<file path="src/rtl/game_state_ctrl_if.sv">
`default_nettype none
// ============================================================================
// Module : game_state_ctrl_if
// Brief  : Command valid/ready channel from the game logic to game_state_ctrl.
// Rev    : 1.0  initial release
// ============================================================================
interface game_state_ctrl_if #(
  parameter int PTS_W = 4
);
  logic             cmd_valid;
  logic             cmd_ready;
  logic [2:0]       cmd;
  logic [PTS_W-1:0] cmd_pts;
  logic             cmd_err;

  modport master (output cmd_valid, cmd, cmd_pts, input cmd_ready, cmd_err);
  modport slave  (input cmd_valid, cmd, cmd_pts, output cmd_ready, cmd_err);
endinterface
`default_nettype wire

</file>
<file path="src/rtl/game_state_ctrl.sv">
`default_nettype none
// ============================================================================
// Module : game_state_ctrl
// Brief  : Mole-game state, stage, lives, score and countdown controller.
//          Optional combo multiplier enabled by defining GSM_COMBO_EN.
// Rev    : 1.0  initial release
// ============================================================================
module game_state_ctrl #(
  parameter  int CLK_HZ    = 1000000,
  parameter  int MAX_STAGE = 3,
  parameter  int MAX_LIVES = 3,
  parameter  int SCORE_W   = 10,
  parameter  int PTS_W     = 4,
  parameter  int READY_SEC = 4,
  parameter  int PLAY_SEC  = 60,
  parameter  int TIMER_W   = 7,
  localparam int STAGE_W   = $clog2(MAX_STAGE + 1),
  localparam int LIFE_W    = $clog2(MAX_LIVES + 1)
) (
  input  wire logic         clk_1mhz,
  input  wire logic         rst_n,
  game_state_ctrl_if.slave  cmd_if,
  output logic [2:0]         state,
  output logic [STAGE_W-1:0] stage,
  output logic [LIFE_W-1:0]  lives,
  output logic [SCORE_W-1:0] score,
  output logic [SCORE_W-1:0] high_score,
  output logic               hs_updated,
  output logic [TIMER_W-1:0] timer,
  output logic               timer_running,
  output logic               sec_tick,
  output logic [1:0]         combo
);

  typedef enum logic [2:0] {
    ST_READY   = 3'd1,
    ST_PLAYING = 3'd2,
    ST_OVER    = 3'd3,
    ST_SCLEAR  = 3'd4,
    ST_GCLEAR  = 3'd5
  } state_e;

  localparam logic [2:0] CMD_NOP     = 3'd0;
  localparam logic [2:0] CMD_HIT     = 3'd1;
  localparam logic [2:0] CMD_MISS    = 3'd2;
  localparam logic [2:0] CMD_PAUSE   = 3'd3;
  localparam logic [2:0] CMD_RESUME  = 3'd4;
  localparam logic [2:0] CMD_START   = 3'd5;
  localparam logic [2:0] CMD_NEXT    = 3'd6;
  localparam logic [2:0] CMD_RESTART = 3'd7;

  localparam int PRESC_W   = (CLK_HZ > 1) ? $clog2(CLK_HZ) : 1;
  localparam int PTS_EFF_W = PTS_W + 3;
  localparam int SUM_W     = ((SCORE_W > PTS_EFF_W) ? SCORE_W : PTS_EFF_W) + 1;

  localparam logic [PRESC_W-1:0] PRESC_LAST = PRESC_W'(CLK_HZ - 1);
  localparam logic [TIMER_W-1:0] READY_T    = TIMER_W'(READY_SEC);
  localparam logic [TIMER_W-1:0] PLAY_T     = TIMER_W'(PLAY_SEC);
  localparam logic [SCORE_W-1:0] SCORE_MAX  = '1;

  state_e               state_q, state_d;
  logic [STAGE_W-1:0]   stage_q, stage_d;
  logic [LIFE_W-1:0]    lives_q, lives_d;
  logic [SCORE_W-1:0]   score_q, score_d;
  logic [SCORE_W-1:0]   high_score_q, high_score_d;
  logic                 hs_upd_q, hs_upd_d;
  logic [TIMER_W-1:0]   timer_q, timer_d;
  logic                 running_q, running_d;
  logic [1:0]           combo_q, combo_d;
  logic [PRESC_W-1:0]   presc_q, presc_d;
  logic                 sec_tick_q, sec_tick_d;
  logic                 cmd_err_q, cmd_err_d;
  logic                 ready_q;

  logic                 accept;
  logic                 legal;
  logic                 do_cmd;
  logic                 cmd_owns;
  logic                 wrap;
  logic                 game_end;
  logic [PTS_EFF_W-1:0] pts_eff;
  logic [SUM_W-1:0]     score_sum;
  logic [SCORE_W-1:0]   score_hit;

  assign accept = cmd_if.cmd_valid && ready_q;
  assign do_cmd = accept && legal;
  assign wrap   = running_q && (presc_q == PRESC_LAST);

  // Commands that reload the timer or change state pre-empt a coincident expiry.
  assign cmd_owns = do_cmd && ((cmd_if.cmd == CMD_START) || (cmd_if.cmd == CMD_NEXT) ||
                               (cmd_if.cmd == CMD_RESTART) ||
                               ((cmd_if.cmd == CMD_MISS) && (lives_q == LIFE_W'(1))));

  always_comb begin
    case (cmd_if.cmd)
      CMD_NOP, CMD_RESTART:                      legal = 1'b1;
      CMD_HIT, CMD_MISS, CMD_PAUSE, CMD_RESUME:  legal = (state_q == ST_PLAYING);
      CMD_START:                                 legal = (state_q == ST_READY);
      default:                                   legal = (state_q == ST_SCLEAR);
    endcase
  end

`ifdef GSM_COMBO_EN
  assign pts_eff = PTS_EFF_W'(cmd_if.cmd_pts) << combo_q;
`else
  assign pts_eff = PTS_EFF_W'(cmd_if.cmd_pts);
`endif

  assign score_sum = SUM_W'(score_q) + SUM_W'(pts_eff);
  assign score_hit = (score_sum > SUM_W'(SCORE_MAX)) ? SCORE_MAX : score_sum[SCORE_W-1:0];

  always_comb begin
    state_d      = state_q;
    stage_d      = stage_q;
    lives_d      = lives_q;
    score_d      = score_q;
    high_score_d = high_score_q;
    hs_upd_d     = hs_upd_q;
    timer_d      = timer_q;
    running_d    = running_q;
    combo_d      = combo_q;
    presc_d      = (running_q && !wrap) ? presc_q + 1'b1 : '0;
    sec_tick_d   = 1'b0;
    cmd_err_d    = accept && !legal;
    game_end     = 1'b0;

    if (wrap && (timer_q != '0) && !cmd_owns) begin
      timer_d    = timer_q - 1'b1;
      sec_tick_d = 1'b1;
      if (timer_q == TIMER_W'(1)) begin
        if (state_q == ST_READY) begin
          state_d = ST_PLAYING;
          timer_d = PLAY_T;
        end else if (state_q == ST_PLAYING) begin
          state_d   = (stage_q < STAGE_W'(MAX_STAGE)) ? ST_SCLEAR : ST_GCLEAR;
          running_d = 1'b0;
          game_end  = (stage_q >= STAGE_W'(MAX_STAGE));
        end
      end
    end

    // Applied after the timer so the command wins for state, timer and run flag.
    if (do_cmd) begin
      case (cmd_if.cmd)
        CMD_HIT: begin
          score_d = score_hit;
`ifdef GSM_COMBO_EN
          if (combo_q != 2'd3) combo_d = combo_q + 2'd1;
`endif
        end
        CMD_MISS: begin
          lives_d = lives_q - 1'b1;
          combo_d = 2'd0;
          if (lives_q == LIFE_W'(1)) begin
            state_d   = ST_OVER;
            running_d = 1'b0;
            game_end  = 1'b1;
          end
        end
        CMD_PAUSE: begin
          running_d = 1'b0;
          presc_d   = '0;
        end
        CMD_RESUME: begin
          running_d = 1'b1;
          presc_d   = '0;
        end
        CMD_START: begin
          state_d   = ST_PLAYING;
          timer_d   = PLAY_T;
          running_d = 1'b1;
          presc_d   = '0;
        end
        CMD_NEXT: begin
          stage_d   = stage_q + 1'b1;
          state_d   = ST_READY;
          timer_d   = READY_T;
          running_d = 1'b1;
          presc_d   = '0;
          hs_upd_d  = 1'b0;
        end
        CMD_RESTART: begin
          state_d   = ST_READY;
          stage_d   = STAGE_W'(1);
          lives_d   = LIFE_W'(MAX_LIVES);
          score_d   = '0;
          combo_d   = 2'd0;
          timer_d   = READY_T;
          running_d = 1'b1;
          presc_d   = '0;
          hs_upd_d  = 1'b0;
        end
        default: ;
      endcase
    end

    if (state_d != state_q) combo_d = 2'd0;

    // Uses the post-HIT score so a final hit still counts toward the record.
    if (game_end) begin
      if (score_d > high_score_q) begin
        high_score_d = score_d;
        hs_upd_d     = 1'b1;
      end else begin
        hs_upd_d     = 1'b0;
      end
    end
  end

  always_ff @(posedge clk_1mhz or negedge rst_n) begin
    if (!rst_n) begin
      state_q      <= ST_READY;
      stage_q      <= STAGE_W'(1);
      lives_q      <= LIFE_W'(MAX_LIVES);
      score_q      <= '0;
      high_score_q <= '0;
      hs_upd_q     <= 1'b0;
      timer_q      <= READY_T;
      running_q    <= 1'b1;
      combo_q      <= 2'd0;
      presc_q      <= '0;
      sec_tick_q   <= 1'b0;
      cmd_err_q    <= 1'b0;
      ready_q      <= 1'b0;
    end else begin
      state_q      <= state_d;
      stage_q      <= stage_d;
      lives_q      <= lives_d;
      score_q      <= score_d;
      high_score_q <= high_score_d;
      hs_upd_q     <= hs_upd_d;
      timer_q      <= timer_d;
      running_q    <= running_d;
      combo_q      <= combo_d;
      presc_q      <= presc_d;
      sec_tick_q   <= sec_tick_d;
      cmd_err_q    <= cmd_err_d;
      ready_q      <= 1'b1;
    end
  end

  assign cmd_if.cmd_ready = ready_q;
  assign cmd_if.cmd_err   = cmd_err_q;
  assign state            = state_q;
  assign stage            = stage_q;
  assign lives            = lives_q;
  assign score            = score_q;
  assign high_score       = high_score_q;
  assign hs_updated       = hs_upd_q;
  assign timer            = timer_q;
  assign timer_running    = running_q;
  assign sec_tick         = sec_tick_q;
  assign combo            = combo_q;

endmodule
`default_nettype wire

</file>
<file path="src/flat_wrapper.sv">
// flat-port wrapper written by rule: the top's interface ports become plain ports
module game_state_ctrl_flat 
#(
  parameter  int CLK_HZ    = 1000000,
  parameter  int MAX_STAGE = 3,
  parameter  int MAX_LIVES = 3,
  parameter  int SCORE_W   = 10,
  parameter  int PTS_W     = 4,
  parameter  int READY_SEC = 4,
  parameter  int PLAY_SEC  = 60,
  parameter  int TIMER_W   = 7,
  localparam int STAGE_W   = $clog2(MAX_STAGE + 1),
  localparam int LIFE_W    = $clog2(MAX_LIVES + 1)
)
  (clk_1mhz, rst_n, state, stage, lives, score, high_score, hs_updated, timer, timer_running, sec_tick, combo, cmd_if_cmd_valid, cmd_if_cmd, cmd_if_cmd_pts, cmd_if_cmd_ready, cmd_if_cmd_err);
  game_state_ctrl_if #(.PTS_W(PTS_W)) cmd_if_i ();
  input  wire logic clk_1mhz;
  input  wire logic rst_n;
  output logic [2:0] state;
  output logic [STAGE_W-1:0] stage;
  output logic [LIFE_W-1:0] lives;
  output logic [SCORE_W-1:0] score;
  output logic [SCORE_W-1:0] high_score;
  output logic hs_updated;
  output logic [TIMER_W-1:0] timer;
  output logic timer_running;
  output logic sec_tick;
  output logic [1:0] combo;
  input wire logic [$bits(cmd_if_i.cmd_valid)-1:0] cmd_if_cmd_valid;
  input wire logic [$bits(cmd_if_i.cmd)-1:0] cmd_if_cmd;
  input wire logic [$bits(cmd_if_i.cmd_pts)-1:0] cmd_if_cmd_pts;
  output wire logic [$bits(cmd_if_i.cmd_ready)-1:0] cmd_if_cmd_ready;
  output wire logic [$bits(cmd_if_i.cmd_err)-1:0] cmd_if_cmd_err;
  assign cmd_if_i.cmd_valid = cmd_if_cmd_valid;
  assign cmd_if_i.cmd = cmd_if_cmd;
  assign cmd_if_i.cmd_pts = cmd_if_cmd_pts;
  assign cmd_if_cmd_ready = cmd_if_i.cmd_ready;
  assign cmd_if_cmd_err = cmd_if_i.cmd_err;
  game_state_ctrl #(.CLK_HZ(CLK_HZ), .MAX_STAGE(MAX_STAGE), .MAX_LIVES(MAX_LIVES), .SCORE_W(SCORE_W), .PTS_W(PTS_W), .READY_SEC(READY_SEC), .PLAY_SEC(PLAY_SEC), .TIMER_W(TIMER_W)) u_core (.clk_1mhz(clk_1mhz), .rst_n(rst_n), .cmd_if(cmd_if_i), .state(state), .stage(stage), .lives(lives), .score(score), .high_score(high_score), .hs_updated(hs_updated), .timer(timer), .timer_running(timer_running), .sec_tick(sec_tick), .combo(combo));
endmodule
</file>
<file path="config.mk">
export PLATFORM = sky130hd
export DESIGN_NAME = game_state_ctrl_flat
export DESIGN_NICKNAME = d
export VERILOG_FILES = /design/src/rtl/game_state_ctrl_if.sv /design/src/rtl/game_state_ctrl.sv /design/src/flat_wrapper.sv
export SDC_FILE = /design/constraint.sdc
export NUM_CORES = 1
export LEC_CHECK = 0
export ABC_AREA = 1
export CORE_UTILIZATION = 50
export DETAILED_ROUTE_END_ITERATION = 7
export PLACE_DENSITY = 0.77
export SLEW_MARGIN = 20
export SYNTH_ARGS = -nofsm -noshare
export SYNTH_HDL_FRONTEND = slang
export SYNTH_SLANG_ARGS = --single-unit
export TNS_END_PERCENT = 50
</file>
<file path="constraint.sdc">
create_clock -name clk_1mhz -period 2.9 [get_ports clk_1mhz]
set_input_delay 0.87 -clock clk_1mhz [delete_from_list [all_inputs] [get_ports clk_1mhz]]
set_output_delay 0.87 -clock clk_1mhz [all_outputs]
set_load 0.02 [all_outputs]
</file>
==> results of run 1 <==
[layout make-up]
type,instances,area (µm²),share of cell area (%)
Clock buffer,10,138,2.57
Timing Repair Buffer,114,973,18.2
Clock inverter,6,41.3,0.771
Tap cell,99,124,2.31
Multi-Input combinational cell,376,2350,43.9
Inverter,63,241,4.51
Sequential cell,59,1480,27.7
[per-stage QoR]
step / total power, µW / worst slack [ns] / cell area, µm² / setup TNS [ns]
after floorplan: 1710 / -0.206 / 3780 / -2.25
after global placement: 2150 / -0.839 / 4710 / -10.73
after detailed placement: 2190 / -1.07 / 4710 / -13.64
after CTS: 3040 / -0.0691 / 5230 / -0.595
after global routing: 3340 / -0.323 / 5350 / -3.29
final: 3170 / -0.239 / 5350 / -2.36
[worst paths after layout]
kind | start | slack [ns] | end
hold reg to reg | u_core.presc_q[0] | 0.47 | u_core.presc_q[0]
min in group asynchronous | rst_n | 0.52 | u_core.timer[0]
hold / removal | u_core.presc_q[0] | 0.47 | u_core.presc_q[0]
setup / recovery | cmd_if_cmd_pts[0] | -0.24 | u_core.high_score[2]
setup reg to reg | u_core.score[0] | -0.13 | u_core.high_score[2]
max in group asynchronous | rst_n | 1.72 | u_core.lives[0]
[logic make-up after synthesis]
logic type	count (synthesis)
and+or+nand+nor	290
muxes	1
AOI/OAI and AO/OA	43
buffers and inverters	73
other	2
xor gates and xnor gates	17
adders and majority gates	20
DFF	59
[synthesized netlist by cell type (2+ instances only)]
cell      count
a31o_2        2
ha_1         19
xnor2_1      10
inv_2         4
nand3_1      51
nor3b_1       2
o21bai_1      2
buf_2         4
dfrtp_1      53
nor2_1       53
buf_4         4
o21ai_0      18
nand4_1      13
nand2_2       2
xor2_1        7
a21oi_1      13
conb_1        2
dfstp_2       6
inv_1        59
nor3_1       10
nand2_1     152
[layer usage]
layer,track usage (%),vias to the layer above
li1,-,1866
met1,36.3,1870
met2,50.1,225
met3,6.16,73
met4,18.5,0
met5,0,-
[flip-flops by register name (all words and copies together), names as in the netlist, 2 cells and up]
register           cells
u_core.stage           2
u_core.state           3
u_core.lives           2
u_core.timer           7
u_core.score          10
u_core.presc_q        20
u_core.high_score     10
[critical path, stage by stage]
cell       delay [ns]
buf_6            0.09
ha_4             0.15
fa_2             0.40
nand3_2          0.09
nand2_2          0.08
nand4_1          0.11
buf_4            0.16
nand3_1          0.07
nand2_1          0.08
nand2_2          0.10
ha_4             0.31
nand2_2          0.07
o21ai_1          0.15
nand2_1          0.09
o2111ai_2        0.10
nand2_2          0.11
clkinv_4         0.10
buf_6            0.13
nand3_2          0.08
nand2_2          0.08
[power by group]
group          switching (µW)  internal [µW]
clock network             364            331
registers                 131            946
logic                     776            619
total                    1270           1900
[what timing repair did]
| action | 4_1_cts | 5_1_grt |
|---|---|---|
| setup buffers | 10 | 2 |
| hold buffers | 0 | 0 |
| pin swaps | 44 | 30 |
| hold endpoints to repair | 0 | 0 |
| setup endpoints to repair | 11 | 11 |
| gates resized for setup | 62 | 41 |
| gates cloned | 3 | 0 |
==> reports/qor.yml, run 1 <==
status: "finished with violations"
failed_checks: "negative setup slack"
cts_buffers: 9
grt_pass1_wl_mm: 17.7
place_congestion: 0.968
finalCritPeriodShare_pct: 108
initial_core_util_pct: 51.6
synth_top_area_share_pct: 35.6
slew_violations: 0
ant_nets: 0
nNetsFinal: 653
dr_wl_met3_um: 726
slew_headroom_pct: 38.0
final_common_cell: "nand2_1"
synth_xor_area_share_pct: 4.00
finalCriticalPeriod_ns: 3.14
syn_avg_cell_area_um2: 7.37
end_kind: "register"
die_area_um2: 7790
synth_top_family_by_area: "simple AND/OR/NAND/NOR gates"
die_y_um: 88.3
dieWidth_um: 88.3
netlist_area_um2: 3720
cts_buffer_depth: 2
overflow: 0
clockRootBuffer: "clkbuf_8"
clkSlewWorstSetupHoldPaths_ns: 0.08
core_um2: 7210
yosysWarningCount: 0
port_buffers: 48
synth_top_cells_by_area: "dfrtp_1 36%, nand2_1 15%, nand3_1 6.9%"
tightestPinTransition_ns: 0.922
areaGrowthSynthToFinish_pct: 43.8
cts_sinks: 59
fin_ws_ns: -0.239
synthAdderAreaFrac_pct: 6.92
seq_area_frac_synth_pct: 39.9
met1_length_mm: 4.71
antenna_found_initial: 0
dp_cells: 696
clock_skew_ns: 0.0122
fin_hold_ws_ns: 0.471
timing_hold_violations_final: 0
drv_cap: 0
postLayoutCoreUtil_pct: 74.2
fmaxAchievable_mhz: 319
p_leak_uw: 0.00264
num_vias: 4034
muxShareOfSynthArea_pct: 0.269
insertion_delay_ns: 0.35
final_cell_mix: "124 x nand2_1, 60 x buf_4, 56 x inv_1"
wl_met2_mm: 5.71
rows: 31
p_per_area_nw_per_um2: 591
drtPass1Iterations: 5
grt_start_max_net_pins: 35
yosysTopAreaCell: "dfrtp_1"
hold_depth: 1
startpoint_type: "input port"
synth_compound_area_share_pct: 7.03
track_usage_pct: 30.2
wl_mm: 11.8
crit_fanout: 5
grt_pass1_vias: 3877
ios: 51
hold_class: "reg -> reg"
vdd_drop_max_v: 0.000483
top_layer: "met4"
crit_required_ns: 3.19
path_class: "in -> reg"
crit_arrival_ns: 3.43
synthSimpleGateAreaFrac_pct: 33.6
setup_viol: 11
dp_hpwl_mm: 7.21
synth-edff-count: 0
h-tree-depth: 3
fill_cells: 494
synth_cell_type_count: 40
wl_per_cell_um: 16.2
rsz0062_at_grt: "true"
drive_gt1_share_pct: 28.7
fin_cells: 727
async_flop_share_pct: 100
cts_tree: "done"
drt_iter0_markers: 281
synth-main-ff-cell: "dfrtp_1"
synth_seq_cells: 59
r2r_cells: 19
synth_cells: 505
antennaDiodeCount: 0
drt-vias-per-instance: 5.55
remaining_drc_errors: 0
Power figures use the tool's default switching activity.
==> inputs of run 2 (changes only) <==
Settings changed: ABC_AREA 1 to unset, CORE_UTILIZATION 50 to 47, GPL_ROUTABILITY_DRIVEN set to 0, PLACE_DENSITY 0.77 to 0.73.
==> run 2 against run 1 <==
  * The flow finishes with violations (design-rule violations, negative setup slack)
  * Register-to-register slack lost 0.74 ns
  * Flip-flop and latch count unchanged
  * Non-clock buffer count grew 13
  * Routed wire length fell by 23%
  * Setup slack got worse by 0.86 ns
  * Largest power group is now registers
==> reports/qor.yml, run 2 <==
synth_cell_type_count: 61  # +53%
yosysMostFrequentCell: "dfrtp_1"
slew_violations: 0  # unchanged
remaining_drc_errors: 2  # +2
timing_hold_violations_final: 0  # unchanged
synthAdderAreaFrac_pct: 7.37  # +0.45 points
synth_cells: 371  # -27%
final_cell_mix: "70 x buf_4, 53 x dfrtp_1, 41 x clkdlybuf4s50_1"
nNetsFinal: 527  # -19%
largest_reg_flops: 20  # unchanged
drive_gt1_share_pct: 27.1  # -1.5 points
synth_compound_area_share_pct: 13.3  # +6.2 points
overflow: 0  # unchanged
regArea_um2: 1480  # unchanged
drv_cap: 0  # unchanged
synth_top_area_share_pct: 37.9  # +2.3 points
wl_per_cell_um: 15.2  # -6.5%
synthSimpleGateAreaFrac_pct: 23.3  # -10 points
drtPass1Iterations: 7  # +2
areaGrowthSynthToFinish_pct: 44.5
slew_headroom_pct: 58.4  # +20 points
seq_area_frac_synth_pct: 42.4  # +2.6 points
grt_pass1_vias: 3237  # -17%
syn_avg_cell_area_um2: 9.43  # +28%
ant_nets: 0  # unchanged
critical_path_buf_inv_count: 4  # unchanged
hold_class: "reg -> reg"
regMostFlops: "u_core.presc_q"
postPlaceCellArea_um2: 4600  # -2.4%
reg2reg_setup_slack_ns: -0.87  # -0.74 ns
synth_seq_cells: 59  # unchanged
grt_start_max_net_pins: 60  # +71%
slowest_delay_ns: 0.49  # +0.09 ns
track_usage_pct: 24.4  # -5.9 points
async_flop_share_pct: 100  # unchanged
synth_top_family_by_area: "simple AND/OR/NAND/NOR gates"
insertion_delay_ns: 0.33  # -0.02 ns
fill_cells: 545  # +10%
cts_sinks: 59  # unchanged
die_area_um2: 7790  # about the same
core_um2: 7210  # unchanged
crit_chain: "clkdlybuf4s50_1 -> nand2_2 -> or4_4 -> buf_4 -> a41oi_1 -> o22a_1 -> ha_4 -> and4_4 -> and3_4 -> o21a_1 -> a2111oi_2 -> a211o_1 -> buf_6 -> buf_16 -> mux2_4"
ios: 51  # unchanged
crit_required_ns: 3.12  # -0.07 ns
port_buffers: 48  # unchanged
wl_mm: 9.09  # -23%
synthTopCellsByCount: "53 x dfrtp_1, 39 x nor2_1, 35 x nand2_1"
synth_top_cells_by_area: "dfrtp_1 38%, ha_1 6.8%, dfstp_2 4.5%"
failed_checks: "design-rule violations, negative setup slack"
tightestPinTransition_ns: 0.623  # -0.299 ns
yosysTopAreaCell: "dfrtp_1"
crit_arrival_ns: 4.21  # +0.78 ns
drt_iter0_markers: 199  # -29%
netlist_area_um2: 3500  # -6.1%
drt-vias-per-instance: 5.47  # -1.5%
fin_ws_ns: -1.09  # -0.856 ns
dp_hpwl_mm: 6.11  # -15%
finalCriticalPeriod_ns: 3.99  # +0.856 ns
setup_tns_ns: -11.58  # -9.23 ns
cts_tree: "done"
setup_viol: 11  # unchanged
finalCritPeriodShare_pct: 138  # +30 points
vdd_drop_max_v: 0.000407  # -16%
grt_pass1_wl_mm: 14.6  # -18%
fmaxAchievable_mhz: 250  # -21%
path_delay_family: "compound AO/OA/AOI/OAI gates"
cts_buffer_depth: 2  # unchanged
fin_hold_ws_ns: 0.487  # +0.0165 ns
antennaDiodeCount: 0  # unchanged
dieWidth_um: 88.3  # about the same
yosysWarningCount: 0  # unchanged
synth_xor_area_share_pct: 5.01  # +1.0 points
clockRootBuffer: "clkbuf_8"
final_area_um2: 5050  # -5.6%
p_per_area_nw_per_um2: 526  # -11%
multi_input_area_um2: 2030  # -14%
initial_core_util_pct: 48.5  # -3.1 points
path_class: "in -> reg"
h-tree-depth: 3  # unchanged
status: "finished with violations"
clkSlewWorstSetupHoldPaths_ns: 0.07  # about the same
cpMaxStageDelayCell: "clkdlybuf4s50_1"
muxShareOfSynthArea_pct: 3.83  # +3.6 points
die_y_um: 88.3  # about the same
antenna_found_initial: 0  # unchanged
rows: 31  # unchanged
synth-edff-count: 0  # unchanged
rsz0062_at_grt: "true"
final_common_cell: "buf_4"
synth-main-ff-cell: "dfrtp_1"
clock_skew_ns: 0.0146  # +0.00239 ns
cts_buffers: 9  # unchanged
crit_fanout: 5  # unchanged
startpoint_type: "input port"
end_kind: "register"
p_leak_uw: 0.00236  # -11%
num_vias: 3279  # -19%
==> run 2: changes by cell type after synthesis, sizes merged, moves of 4 or more <==
cell	change
a21o	+5
and2	+4
and3	+12
and4	+4
clkbuf	+4
inv	-40
mux2	+11
nand2	-119
nand3	-36
nand4	-7
nor2	-16
o21ai	-4
==> run 2: layout make-up <==
class	instances	share of cell area (%)
tap	99	2.45
clock buffer	13	3.34
clock inverter	2	0.693
sequential	59	29.4
multi-input combinational	277	40.1
inverter	23	1.71
timing repair buffer	127	22.3
==> run 2: kinds of logic (layout without fill, tap and decap cells) <==
group	Yosys count	count (layout)
other cells	2	3
simple gates	154	154
mux	12	12
compound gates	68	68
fa+ha+maj	20	20
flops	59	59
xor+xnor	20	20
buf+inv	36	165
==> run 2: worst paths after layout <==
path                       depth (start not counted)              start                   end
hold reg to reg                                    1  u_core.presc_q[0]     u_core.presc_q[0]
hold / removal                                     1  u_core.presc_q[0]     u_core.presc_q[0]
setup / recovery                                  15   cmd_if_cmd_valid  u_core.high_score[7]
setup reg to reg                                  15    u_core.score[0]  u_core.high_score[7]
max in group asynchronous                          2              rst_n       u_core.state[0]
min in group asynchronous                          2              rst_n       u_core.score[2]
==> run 2: repair_timing <==
action | in CTS | in global routing
cloned | 1 | 0
gates resized for setup | 40 | 4
hold buffers | 0 | 0
setup endpoints to repair | 11 | 11
pin swaps | 21 | 4
setup buffers | 11 | 4
==> run 2: per-layer routing <==
layer	vias to the layer above	wire, µm	GRT usage, %
li1	1576	-	-
met1	1571	4120	31.6
met2	114	4420	40.1
met3	18	406	4.10
met4	0	146	10.7
met5	-	0	0
==> run 2: power breakdown <==
part,switching [µW],leakage [µW],internal [µW]
combinational,433,0.00147,442
clock,319,0.000106,462
sequential,79.4,0.000786,924
==> run 2: worst register-to-register path, cell delays in order (launching register included) <==
cell and delay (ns):
dfrtp_1 0.41, ha_4 0.18, fa_2 0.34, a21o_1 0.19, a21oi_4 0.24, nor3_4 0.10, o21bai_1 0.17, a22o_1 0.23
ha_4 0.23, and3_4 0.15, a221o_1 0.37, a2111oi_2 0.32, a211o_1 0.19, buf_6 0.12, buf_16 0.11, mux2_4 0.29
==> run 2: metrics by stage <==
| step | total power, µW | worst slack (ns) | instances | util, % |
|---|---|---|---|---|
| 4_1_cts | 2660 | -1.03 | 597 | 69.5 |
| 5_1_grt | 2810 | -1.16 | 600 | 70.0 |
| 3_3_place_gp | 1830 | -1.72 | 570 | 63.7 |
| 6_report | 2660 | -1.09 | 600 | 70.0 |
| 2_1_floorplan | 1470 | -1.14 | 372 | - |
| 3_5_place_dp | 1850 | -1.79 | 570 | 63.7 |
==> RTL change (flow settings as in run 1) <==
`SCORE_W` is set to 10 in 2 places; all go to 12.
--- a/src/rtl/game_state_ctrl.sv
+++ b/src/rtl/game_state_ctrl.sv
@@ -10,5 +10,5 @@
   parameter  int MAX_STAGE = 3,
   parameter  int MAX_LIVES = 3,
-  parameter  int SCORE_W   = 10,
+  parameter  int SCORE_W   = 12,
   parameter  int PTS_W     = 4,
   parameter  int READY_SEC = 4,
--- a/src/flat_wrapper.sv
+++ b/src/flat_wrapper.sv
@@ -5,5 +5,5 @@
   parameter  int MAX_STAGE = 3,
   parameter  int MAX_LIVES = 3,
-  parameter  int SCORE_W   = 10,
+  parameter  int SCORE_W   = 12,
   parameter  int PTS_W     = 4,
   parameter  int READY_SEC = 4,
Interface: changed (resized high_score and score); port bits go from 51 to 55. The function was not compared with the original's and may differ.
==> RTL change against run 1 <==
- the run still ends with negative setup slack left
- critical endpoint is now u_core.high_score[4]
- design area increased by 5.5%
- area after synthesis increased by 8.0%
- sequential cell count increased by 4
- clock skew decreased by 0.0032 ns
- power increased by 22%
- critical path type unchanged
- clock power increased by 11%
- sequential power increased by 10%
- highest routed layer unchanged
- non-clock buffer count increased by 15
- routed wire length decreased by 0.63%
- synthesized cell count increased by 5.9%
- worst setup slack got worse by 0.45 ns
==> RTL change: results (changes against run 1) <==
stage,metric,value,unit,change
sta,fin_tns_setup,-8.368,ns,was -2.356 ns
sta,holdWs,0.4623,ns,was 0.4708 ns
sta,fin_ws,-0.6875,ns,was -0.2387 ns
finish,n_fill_cell,575,,was 494
run_status,status,"finished, violations left",,unchanged
finish,clock_area_share,3.501,%,was 3.342%
finish,sh_seq_area,28.05,%,was 27.72%
yosys,synth_cell_type_count,44,,was 40
finish,nets,700,,was 653
global_route,grt_max_degree,64,,was 35
global_route,grt_pass1_wl,18820,um,was 17700 um
clock_network,cts.repair.resized,47,,was 62
finish,nonClkBufAreaFrac,19.68,%,was 18.18%
detailed_routing,drt-vias-per-instance,5.310,,was 5.549
finish,fin_util,72.70,%,was 74.21%
pwr,peakVddDrop,0.0004763,V,was 0.0004834 V
finish,nonClockBufferCount,129,,was 114
yosys,yosys-top-cells-count,"131 x nand2_1, 78 x inv_1, 59 x nor2_1, 57 x dfrtp_1, 52 x nand3_1",,"was 152 x nand2_1, 59 x inv_1, 53 x dfrtp_1, 53 x nor2_1, 51 x nand3_1"
finish,drive_above_1_share,24.11,%,was 28.66%
yosys,netlist_instances,535,,was 505
detailed_routing,wl_met3,666,um,was 726 um
finish,multi_input_area_share,41.13,%,was 43.94%
global_route,met1_usage,39.72,%,was 36.27%
clock_network,postCtsSetupBuffers,6,,was 10
detailed_routing,wirelength_met1,5184,um,was 4706 um
detailed_routing,wl_per_cell,15.13,um,was 16.21 um
sta,skew,0.009018,ns,was 0.01221 ns
placed_design,gp_congestion,0.9188,,was 0.9680
placed_design,post-place-ws,-1.281,ns,was -1.068 ns
detailed_routing,vias,4110,,was 4034
yosys,synth_area,4021,um2,was 3722 um2
detailed_routing,drtPass1Iterations,5,,unchanged
global_route,grt_usage,28.76,%,was 30.25%
placed_design,hpwlAfterDp,8077,um,was 7207 um
placed_design,io_buffers,52,,was 48
yosys,yosysSeqAreaShare,39.39,%,was 39.87%
finish,multi_input_cells,384,,was 376
setup_path,crit_end,u_core.high_score[4],,was u_core.high_score[2]
sta,final-setup-viol-count,13,,was 11
placed_design,place_area,5175,um2,was 4713 um2
run_status,violations,negative setup slack,,unchanged
setup_path,critPathTopFamily,compound AO/OA/AOI/OAI gates,,was simple AND/OR/NAND/NOR gates
global_route,grt_util_met2,46.37,%,was 50.14%
global_route,met3_usage,5.390,%,was 6.157%
global_route,first_global_vias,3938,,was 3877
yosys,yosys-top-cells-area,"dfrtp_1 35%, nand2_1 12%, inv_1 7.3%",,"was dfrtp_1 36%, nand2_1 15%, nand3_1 6.9%"
setup_path,arrival,3.82,ns,was 3.43 ns
setup_path,critPathMaxFanout,7,,was 5
detailed_routing,drt_iter0_drc,216,,was 281
setup_path,reg2reg_depth,22,,was 19
finish,clock_buffers,12,,was 10
[RTL change: changes by cell type after synthesis, moves of 3 or more]
| cell | change |
|---|---|
| a21oi_1 | +9 |
| dfrtp_1 | +4 |
| inv_1 | +19 |
| nand2_1 | -21 |
| nor2_1 | +6 |
| o211ai_1 | +3 |
| o21ai_1 | +4 |
| xnor2_1 | -7 |
| xor2_1 | +6 |
[RTL change: worst min-delay path by stage]
| stage | to |
|---|---|
| 6_report | u_core.presc_q[0] |
| 5_1_grt | u_core.presc_q[0] |
| 4_1_cts | u_core.presc_q[0] |
| 3_5_place_dp | u_core.presc_q[0] |
| 3_3_place_gp | u_core.presc_q[0] |
| 2_1_floorplan | u_core.presc_q[0] |
[RTL change: worst register-to-register path, stage by stage (launching register included)]
cell and delay [ns]:
dfrtp_1 0.40, ha_4 0.16, inv_2 0.04, fa_2 0.40
inv_2 0.09, nand3_4 0.08, nand2_4 0.10, buf_6 0.10
nand3b_1 0.14, buf_4 0.18, a21oi_2 0.12, o21ai_1 0.07
o21ai_1 0.14, inv_1 0.12, ha_2 0.21, nor2_2 0.09
o21bai_1 0.09, a21oi_2 0.15, nor2_2 0.07, a21oi_4 0.24
nand2_4 0.14, nand2_1 0.12, nand2_2 0.06
[RTL change: cells by family after synthesis]
kind of cell / count (synthesis) / synth area share (%)
and+or+nand+nor: 281 / 31.24
buffers and inverters: 90 / 9.303
DFF: 63 / 39.39
AOI/OAI and AO/OA: 60 / 9.117
adders and majority gates: 22 / 7.032
xor gates and xnor gates: 16 / 3.485
other: 2 / 0.1868
muxes: 1 / 0.2489
[RTL change: report_power, final]
group | total [mW] | internal [mW] | switching [mW] | leakage, nW
clock | 0.770 | 0.438 | 0.332 | 0.0985
sequential | 1.19 | 1.04 | 0.156 | 0.828
combinational | 1.91 | 0.859 | 1.05 | 1.85
